`src/rtl/uk101_clk_pkg.sv`:
```
// Clock-enable constants for the 48 MHz clk_sys domain and the cpuOverclock divisor map.
package uk101_clk_pkg;

  localparam int unsigned DIV_W_DEF  = 6;
  localparam int unsigned FRAC_W_DEF = 8;

  localparam logic [DIV_W_DEF-1:0]  CE_PIX_LO_M1     = 6'd11;
  localparam logic [DIV_W_DEF-1:0]  CE_PIX_HI_M1     = 6'd5;
  localparam logic [DIV_W_DEF-1:0]  CE_CPU_1M_M1     = 6'd47;
  localparam logic [DIV_W_DEF-1:0]  CE_CPU_2M_M1     = 6'd23;
  localparam logic [DIV_W_DEF-1:0]  CE_CPU_4M_M1     = 6'd11;
  localparam logic [DIV_W_DEF-1:0]  CE_CPU_8M_M1     = 6'd5;
  localparam logic [DIV_W_DEF-1:0]  CE_CPU_10M_M1    = 6'd3;
  localparam logic [FRAC_W_DEF-1:0] CE_CPU_10M_FRAC  = 8'd205;

  typedef enum logic [2:0] {
    OC_1M  = 3'd0,
    OC_2M  = 3'd1,
    OC_4M  = 3'd2,
    OC_8M  = 3'd3,
    OC_10M = 3'd4
  } cpu_oc_e;

  // 10 MHz only hits its rate when paired with CE_CPU_10M_FRAC under CE_FRAC_EN.
  function automatic logic [DIV_W_DEF-1:0] cpu_oc_div_m1(input logic [2:0] oc);
    case (cpu_oc_e'(oc))
      OC_1M:   cpu_oc_div_m1 = CE_CPU_1M_M1;
      OC_2M:   cpu_oc_div_m1 = CE_CPU_2M_M1;
      OC_4M:   cpu_oc_div_m1 = CE_CPU_4M_M1;
      OC_8M:   cpu_oc_div_m1 = CE_CPU_8M_M1;
      OC_10M:  cpu_oc_div_m1 = CE_CPU_10M_M1;
      default: cpu_oc_div_m1 = CE_CPU_1M_M1;
    endcase
  endfunction

endpackage

```
`src/rtl/ce_divider_ch.sv`:
```
// One clock-enable channel: programmable period, mid-period enable, pause, sync.
// Fractional period stretching is built only when CE_FRAC_EN is defined.
module ce_divider_ch
  import uk101_clk_pkg::*;
#(
  parameter int unsigned DIV_W = DIV_W_DEF
`ifdef CE_FRAC_EN
  , parameter int unsigned FRAC_W = FRAC_W_DEF
`endif
) (
  input  logic             clk_sys,
  input  logic             reset,
  input  logic [DIV_W-1:0] div_m1,
`ifdef CE_FRAC_EN
  input  logic [FRAC_W-1:0] frac,
`endif
  input  logic             pause,
  input  logic             sync,
  output logic             ce,
  output logic             ce_half,
  output logic             switching
);

  logic [DIV_W-1:0] count_q, count_d;
  logic [DIV_W-1:0] active_q, active_d;
  logic             load_q, load_d;
  logic             ce_q, ce_d;
  logic             ce_half_q, ce_half_d;
  logic             do_wrap;
`ifdef CE_FRAC_EN
  logic [FRAC_W-1:0] acc_q, acc_d;
  logic              stretch_q, stretch_d;
  logic [FRAC_W:0]   frac_sum;
`endif

  always_comb begin
    count_d   = count_q;
    active_d  = active_q;
    load_d    = load_q;
    ce_d      = 1'b0;
    ce_half_d = 1'b0;
    do_wrap   = 1'b0;
`ifdef CE_FRAC_EN
    acc_d     = acc_q;
    stretch_d = stretch_q;
    frac_sum  = {1'b0, acc_q} + {1'b0, frac};
`endif
    if (sync) begin
      count_d  = '0;
      active_d = div_m1;
      load_d   = 1'b0;
`ifdef CE_FRAC_EN
      acc_d     = '0;
      stretch_d = 1'b0;
`endif
    end else if (pause) begin
      // hold everything; a pending divisor change stays pending
    end else if (load_q) begin
      active_d = div_m1;
      count_d  = '0;
      load_d   = 1'b0;
    end else if (count_q != active_q) begin
      count_d   = count_q + DIV_W'(1);
      ce_half_d = (count_q == (active_q >> 1));
    end else begin
`ifdef CE_FRAC_EN
      // A carry owes one extra cycle: park at the limit and emit ce next cycle.
      if (!stretch_q) acc_d = frac_sum[FRAC_W-1:0];
      if (!stretch_q && frac_sum[FRAC_W]) begin
        stretch_d = 1'b1;
      end else begin
        stretch_d = 1'b0;
        do_wrap   = 1'b1;
      end
`else
      do_wrap = 1'b1;
`endif
    end

    if (do_wrap) begin
      count_d   = '0;
      ce_d      = 1'b1;
      ce_half_d = (active_q == '0);
      active_d  = div_m1;
    end
  end

  always_ff @(posedge clk_sys or posedge reset) begin
    if (reset) begin
      count_q   <= '0;
      active_q  <= '0;
      load_q    <= 1'b1;
      ce_q      <= 1'b0;
      ce_half_q <= 1'b0;
`ifdef CE_FRAC_EN
      acc_q     <= '0;
      stretch_q <= 1'b0;
`endif
    end else begin
      count_q   <= count_d;
      active_q  <= active_d;
      load_q    <= load_d;
      ce_q      <= ce_d;
      ce_half_q <= ce_half_d;
`ifdef CE_FRAC_EN
      acc_q     <= acc_d;
      stretch_q <= stretch_d;
`endif
    end
  end

  assign ce        = ce_q;
  assign ce_half   = ce_half_q;
  assign switching = (div_m1 != active_q) && !load_q;

endmodule

```
`src/rtl/ce_generator.sv`:
```
// NUM_CH independent clock-enable channels sharing one phase-sync pulse.
// Define CE_FRAC_EN to add the per-channel fractional divide (frac port).
module ce_generator
  import uk101_clk_pkg::*;
#(
  parameter int unsigned NUM_CH = 2,
  parameter int unsigned DIV_W  = DIV_W_DEF
`ifdef CE_FRAC_EN
  , parameter int unsigned FRAC_W = FRAC_W_DEF
`endif
) (
  input  logic                    clk_sys,
  input  logic                    reset,
  input  logic [NUM_CH*DIV_W-1:0] div_m1,
`ifdef CE_FRAC_EN
  input  logic [NUM_CH*FRAC_W-1:0] frac,
`endif
  input  logic [NUM_CH-1:0]       pause,
  input  logic                    sync,
  output logic [NUM_CH-1:0]       ce,
  output logic [NUM_CH-1:0]       ce_half,
  output logic [NUM_CH-1:0]       switching
);

  genvar g;
  generate
    for (g = 0; g < NUM_CH; g++) begin : g_ch
      ce_divider_ch #(
        .DIV_W (DIV_W)
`ifdef CE_FRAC_EN
        , .FRAC_W(FRAC_W)
`endif
      ) u_ch (
        .clk_sys   (clk_sys),
        .reset     (reset),
        .div_m1    (div_m1[g*DIV_W +: DIV_W]),
`ifdef CE_FRAC_EN
        .frac      (frac[g*FRAC_W +: FRAC_W]),
`endif
        .pause     (pause[g]),
        .sync      (sync),
        .ce        (ce[g]),
        .ce_half   (ce_half[g]),
        .switching (switching[g])
      );
    end
  endgenerate

endmodule

```
`config.mk`:
```
export PLATFORM = sky130hd
export DESIGN_NAME = ce_generator
export DESIGN_NICKNAME = d
export VERILOG_FILES = /design/src/rtl/uk101_clk_pkg.sv /design/src/rtl/ce_divider_ch.sv /design/src/rtl/ce_generator.sv
export SDC_FILE = /design/constraint.sdc
export NUM_CORES = 1
export LEC_CHECK = 0
export ABC_CLOCK_PERIOD_IN_PS = 4200
export BUFFER_PORTS_ARGS = -buffer_cell sky130_fd_sc_hd__buf_2
export CORE_MARGIN = 2
export CORE_UTILIZATION = 61
export CTS_CLUSTER_DIAMETER = 120
export DETAILED_ROUTE_END_ITERATION = 7
export PLACE_DENSITY = 0.86
export SYNTH_ARGS = -nofsm -noshare
export SYNTH_HDL_FRONTEND = slang
export SYNTH_HIERARCHICAL = 1
export SYNTH_SLANG_ARGS = --single-unit
export TNS_END_PERCENT = 30
```
`constraint.sdc`:
```
create_clock -name clk_sys -period 4.2 [get_ports clk_sys]
set_input_delay 1.26 -clock clk_sys [delete_from_list [all_inputs] [get_ports clk_sys]]
set_output_delay 1.26 -clock clk_sys [all_outputs]
set_load 0.05 [all_outputs]
```
# Yosys cells after proc, flatten, opt, wreduce, memory -nomap -nowiden
# Index checks and enable logic that the tools add are counted.
[word_totals]
output_inout_bits = 6
regBits = 30
wordCells = 78
in_bits = 17
[classes]
n_eq_ne = 10
n_mux = 42
n_addsub = 2
reduce_logical = 14
[op_table]
columns = ["operator", "count"]
rows = [
  ["6-bit two-way mux", 18],
  ["1-bit two-way mux", 24],
  ["6-bit != test", 4],
  ["6-bit by 1-bit adder with 6-bit output (second input constant)", 2],
  ["6-bit by 5-bit equality test with 1-bit output", 2],
  ["6-bit zero test", 2],
  ["2-bit AND reduction", 4],
  ["4-bit nonzero test", 2],
  ["3-bit by 1-bit != test with 1-bit output (second input constant)", 2],
  ["3-bit nonzero test", 2],
  ["2-bit by 1-bit != test with 1-bit output (second input constant)", 2],
  ["1-bit logical AND", 2],
  ["1-bit zero test", 2],
]

# Longest topological paths before layout
# Gate-level depths: netlist of run 1.
[logic_depth]
depth_word = 7
mapped_depth = 5
ltp_nobuf = 4

# Cells and area by module
# The synthesis of run 1 kept the hierarchy.
[by_module_without_submodules]
columns = ["module", "cells_per_inst", "n_inst", "seq_area_each_um2", "area_each_um2"]
rows = [
  ["ce_divider_ch", 80, 2, 376.6, 870.8],
]

# Worst setup path after synthesis of run 1
# OpenSTA, ideal clock, no wires.
[synth_path]
kind = "input to output"
startpoint = "input div_m1[3]"
endpoint = "output switching[0]"
arrival_time_ns = 2.256
cell_stages = 2
setup_slack_ns = 0.684
n_path_buf = 0
path_cell_list = "xnor2_1 a31oi_1"
[synth_via]
elab_chain_len = 2
[synth_lines]
columns = ["element", "line", "text"]
rows = [
  ["start, declared", "ce_generator.sv:14", "input logic [NUM_CH*DIV_W-1:0] div_m1,"],
  ["6-bit != test", "ce_divider_ch.sv:114", "assign switching = (div_m1 != active_q) && !load_q;"],
  ["1-bit logical AND", "ce_divider_ch.sv:114", ""],
  ["end, declared", "ce_generator.sv:22", "output logic [NUM_CH-1:0] switching"],
]
# Every way passes these cells.

# Final worst setup path of run 1
[layout_path]
startpoint = "input div_m1[0]"
endpoint = "output switching[0]"
# The elaborated chain is that of the path after synthesis.

==> metrics.cfg, run 1 <==
[placement]
dp_slack_ps=669
gp_congestion=0.860
dp_hpwl_mm=2.53
dp.cells=209
detailed_place.area_um2=1860
port_buffers=22

[clocking]
h-tree-depth=2
cts-root-buf=clkbuf_4
numClockSinks=30
cts_hold_buf=0
cts_tree=yes
cts_buffers=5
insertion_delay_ps=330
clkTransAtPathRegs_ps=80
cts_max_path_buffers=2
cts_resized=0
post-cts-setup-buffers=0

[floorplanning]
ios=23
coreArea_um2=2730
die_h_um=57.4
dieArea_um2=3300
die_x_um=57.4
start_util=0.637
rows=19

[route]
viasPerCell=6.06
wl_mm=3.43
drt_iter0_markers=42
first_pass_iters=4
avgRoutedWirePerCell_um=15.8
drc=0
vias=1314
ant_nets=0

[global_routing]
track_usage=0.249
grt_overflow=0
antenna_found_initial=0
globalRouteMet3Util=0.0771
grt-busiest-layer=met2
grt_max_degree=16
met2_usage=0.356
grt_first_pass_wirelength_mm=6.04
grt_util_met1=0.344
grt_pass1_vias=1296

[cells_and_area]
fin_util=0.697
final_area_um2=1910
antenna_cells=0
layout-drive-gt1-share=0.253
syn_to_final_growth_pct=9.48
multi_input_area_um2=933
instances_no_fill=217
layout.nets=204
seq_area_um2=753
fillers=189

[sta]
hold_slack_ps=513
fin_crit_ps=3540
rsz0062_at_grt=no
setup_tns_ps=0
worstMarginPinSlew_ps=570
fin_crit_sh=0.844
maxSlewViolCount=0
finClkSkew_ps=2.74
maxSlewHeadroom=0.619
fmaxAchievable_mhz=282
setup_ws_ps=656
hold_viol=0
final-setup-viol-count=0

[critical_path]
worstPathCellList=buf_2 -> xor2_1 -> nor4_1 -> a31oi_1 -> buf_2
cp.required_ps=2940
worst_path_max_delay_cell=nor4_1
start_kind=input port
crit_arrival_ps=2280
max_stage_delay_ps=370
critical_path.max_fanout=2
cpMostUsedCell=buf_2
crit_type=input port to primary output
end_kind=primary output

[power]
irDropWorstVdd_mv=0.279
p_per_area_nw_per_um2=318
power_mw=0.607
p_leak_nw=0.775

[synth]
ys_seq_area_frac=0.432
ys_types=29
syn-num-nets=179
yosys_warnings=6
syn-cell-area_um2=1740
syn_avg_cell_area_um2=10.9
ys_ff_latch=30
synth_cells=160

[run_status]
outcome=finished clean

[hold_path]
hp-class=register to register

[flow_run]
drv_cap=0

-- power by group --
group / total, mW / switching (mW) / internal, mW
registers: 0.334 / 0.0294 / 0.305
clock network: 0.161 / 0.0947 / 0.0665
logic: 0.111 / 0.0569 / 0.0545
total: 0.607 / 0.181 / 0.426
-- cells in the mapped netlist --
| cell | n | area (um^2) |
|---|---|---|
| a211oi_1 | 2 | 15.0 |
| a21oi_1 | 6 | 30.0 |
| a31oi_1 | 2 | 12.5 |
| a41oi_1 | 2 | 17.5 |
| buf_2 | 2 | 10.0 |
| buf_6 | 2 | 22.5 |
| dfrtp_1 | 28 | 701 |
| dfstp_2 | 2 | 52.6 |
| ha_1 | 2 | 25.0 |
| inv_1 | 6 | 22.5 |
| mux2_2 | 12 | 135 |
| nand2_1 | 12 | 45.0 |
| nand2b_1 | 2 | 12.5 |
| nand4_1 | 4 | 25.0 |
| nand4_2 | 2 | 25.0 |
| nor2_1 | 6 | 22.5 |
| nor2b_1 | 6 | 37.5 |
| nor3_1 | 2 | 10.0 |
| nor3b_1 | 2 | 15.0 |
| nor4_1 | 4 | 25.0 |
| nor4b_1 | 2 | 17.5 |
| nor4bb_1 | 2 | 20.0 |
| o2111ai_1 | 2 | 17.5 |
| o21ai_0 | 4 | 20.0 |
| o221ai_1 | 2 | 17.5 |
| o31ai_4 | 2 | 42.5 |
| or2_2 | 2 | 12.5 |
| xnor2_1 | 24 | 210 |
| xor2_1 | 14 | 123 |
-- cells in the final DEF (no fill, tap or decap), types with 3 or more instances in the layout --
master     n
nand2_1   12
clkbuf_4   5
o21ai_0    4
xor2_1    14
mux2_2    12
nor4_1     4
xnor2_1   24
nor2_1     6
inv_1      6
clkbuf_1   3
a21oi_1    6
nand4_1    4
buf_2     22
nor2b_1    6
dfrtp_1   28
-- worst max-delay path: cells and delay by family --
kind                      cells  cell delay [ps]
AOI/OAI and AO/OA             1              160
xor gates and xnor gates      1              140
buffers and inverters         2              350
and+or+nand+nor               1              370
-- sequential cells by signal, indices dropped and copies added (netlist names) --
name                count
g_ch.u_ch/load_q        2
g_ch.u_ch/ce_half       2
g_ch.u_ch/ce            2
g_ch.u_ch/count_q      12
g_ch.u_ch/active_q     12
-- path summary, 6_finish.rpt --
path                            slack [ps]  cells after the start                              endpoint                                 from
worst max-delay path                   660                      5                          switching[0]                            div_m1[0]
worst min-delay path                   510                      1        g_ch[1].u_ch/ce_half$_DFF_PP0_  g_ch[1].u_ch/count_q[5]$_DFFE_PP0P_
worst max register to register        2290                      4  g_ch[1].u_ch/active_q[2]$_DFFE_PP0P_  g_ch[1].u_ch/count_q[2]$_DFFE_PP0P_
worst min register to register         510                      1        g_ch[1].u_ch/ce_half$_DFF_PP0_  g_ch[1].u_ch/count_q[5]$_DFFE_PP0P_
max in group asynchronous             2850                      2       g_ch[0].u_ch/load_q$_DFFE_PP1P_                                reset
min in group asynchronous              970                      2  g_ch[0].u_ch/active_q[1]$_DFFE_PP0P_                                reset
-- cells by family (layout without fill, tap and decap cells) --
family                     Yosys count  count (layout)  synth area share
and+or+nand+nor                     46              46             0.154
xor gates and xnor gates            38              38             0.191
DFF                                 30              30             0.432
AOI/OAI and AO/OA                   22              22            0.0991
muxes                               12              12            0.0776
buffers and inverters               10              36            0.0316
adders and majority gates            2               2            0.0144
-- metal layers --
metal | up-vias | wire length [um]
met1 | 646 | 1510
met3 | 9 | 226
met4 | 0 | 89
met5 | - | 0
li1 | 615 | -
met2 | 44 | 1610
-- area by class of cell --
type,count,area share
tap,31,0.0203
sequential,30,0.395
clock buffer,8,0.0256
timing repair buffer,22,0.0577
inverter,6,0.0118
multi-input combinational,120,0.490
Note: power is estimated with default switching activity, not from simulation.
==> run 2, diff against run 1 <==
Settings changed: ABC_CLOCK_PERIOD_IN_PS 4200 to 3400, CORE_UTILIZATION 61 to 57, PLACE_DENSITY 0.86 to 0.81.
Clock period 4.2 ns to 3.4 ns, I/O delays scaled along.
==> metrics.cfg, run 2 (synthesis results as in run 1) <==
[placement]
dp_hpwl_mm=2.49
dp.cells=211
gp_congestion=0.909
port_buffers=22

[floorplanning]
ios=23
dieArea_um2=3510
die_x_um=59.3
die_h_um=59.3
rows=20
start_util=0.585
coreArea_um2=2980

[cells_and_area]
final_common_cell=dfrtp_1
multi_input_area_um2=933
layout-drive-gt1-share=0.263
instances_no_fill=219
seq_area_um2=753
fillers=248
layout.nets=204
antenna_cells=0
top_regs=g_ch.u_ch/active_q (12), g_ch.u_ch/count_q (12)
layout_common_cells=dfrtp_1, xnor2_1, buf_2
syn_to_final_growth_pct=10.3

[power]
p_per_area_nw_per_um2=399
switching_share=0.290
irDropWorstVdd_mv=0.281
internal_power_mw=0.545
p_comb_frac=0.179
seqPwrFrac=0.536
power.switching_mw=0.222
power_frac_clock=0.285
p_leak_nw=0.784

[critical_path]
start_kind=input port
end_kind=primary output
crit_type=input port to primary output
cp.required_ps=2380
crit_arrival_ps=1910
critical_path.max_fanout=2

[sta]
hold_viol=0
maxSlewHeadroom=0.618
hold_slack_ps=509
fmaxAchievable_mhz=341
final-setup-viol-count=0
fin_crit_sh=0.862
fin_crit_ps=2930
worstMarginPinSlew_ps=572
setup_tns_ps=0
maxSlewViolCount=0
finClkSkew_ps=8.38
rsz0062_at_grt=no

[clocking]
cts_max_path_buffers=2
h-tree-depth=2
cts_hold_buf=0
insertion_delay_ps=330
cts_tree=yes
clkTransAtPathRegs_ps=90
cts-root-buf=clkbuf_4
post-cts-setup-buffers=0
numClockSinks=30
cts_resized=0
cts_buffers=5

[hold_path]
hp-class=register to register

[global_routing]
antenna_found_initial=0
grt_first_pass_wirelength_mm=5.84
track_usage=0.223
grt_pass1_vias=1377
grt_max_degree=16
grt_overflow=0

[route]
first_pass_iters=4
drc=0
ant_nets=0
drt-met1-wl_mm=1.21
viasPerCell=5.82
drt_iter0_markers=65
vias=1274
dr_wl_met3_um=127
highest-signal-layer=met4
wl_mm=3.25
routed-wl-met2_mm=1.85
avgRoutedWirePerCell_um=14.8

[flow_run]
drv_cap=0

[run_status]
outcome=finished clean

[run 2: changes by cell type in the layout (fill, tap and decap cells not counted)]
cell      delta
clkinv_2     +1
clkbuf_1     -2
clkbuf_8     +1
[run 2: power by group through the flow]
stage               clock network, mW  registers, mW  logic [mW]
global route                    0.241          0.415       0.154
CTS                             0.229          0.411       0.139
floorplan                           0          0.411       0.108
finish                          0.218          0.411       0.137
detailed placement                  0          0.418       0.138
global placement                    0          0.416       0.131
[run 2: critical path: stages]
cell and delay, ps:
buf_2 110, xor2_1 140, nor4_1 300, a31oi_1 110, buf_2 230
[run 2: path summary, 6_finish.rpt]
path                                                     start                                    to  slack, ps  depth (start not counted)
setup reg to reg           g_ch[1].u_ch/count_q[2]$_DFFE_PP0P_  g_ch[1].u_ch/active_q[4]$_DFFE_PP0P_       1480                          4
setup / recovery                                     div_m1[0]                          switching[0]        470                          5
hold / removal             g_ch[1].u_ch/count_q[5]$_DFFE_PP0P_        g_ch[1].u_ch/ce_half$_DFF_PP0_        510                          1
max in group asynchronous                                reset   g_ch[0].u_ch/count_q[1]$_DFFE_PP0P_       2280                          2
min in group asynchronous                                reset   g_ch[1].u_ch/count_q[4]$_DFFE_PP0P_        740                          2
hold reg to reg            g_ch[1].u_ch/count_q[5]$_DFFE_PP0P_        g_ch[1].u_ch/ce_half$_DFF_PP0_        510                          1
[run 2: cell type report]
cell class | count | share of cell area
clock buffers | 7 | 0.0287
clock inverters | 1 | 0.00261
inverters | 6 | 0.0117
multi-input cells | 120 | 0.486
flip-flops and latches | 30 | 0.392
well taps | 33 | 0.0215
repair buffers | 22 | 0.0573
[run 2: per-layer routing]
layer  GRT usage  up-vias
met3      0.0611        7
met1       0.238      632
met4      0.0812        0
met5           0        -
li1            -      611
met2       0.414       24
[run 2: stage by stage]
step,worst slack [ps],util,total power [mW],cell area [um^2]
after CTS,460,0.645,0.779,1920
after global placement,492,0.625,0.547,1860
after floorplan,364,-,0.519,1740
final,468,0.645,0.767,1920
after global routing,379,0.645,0.811,1920
after detailed placement,460,0.625,0.556,1860
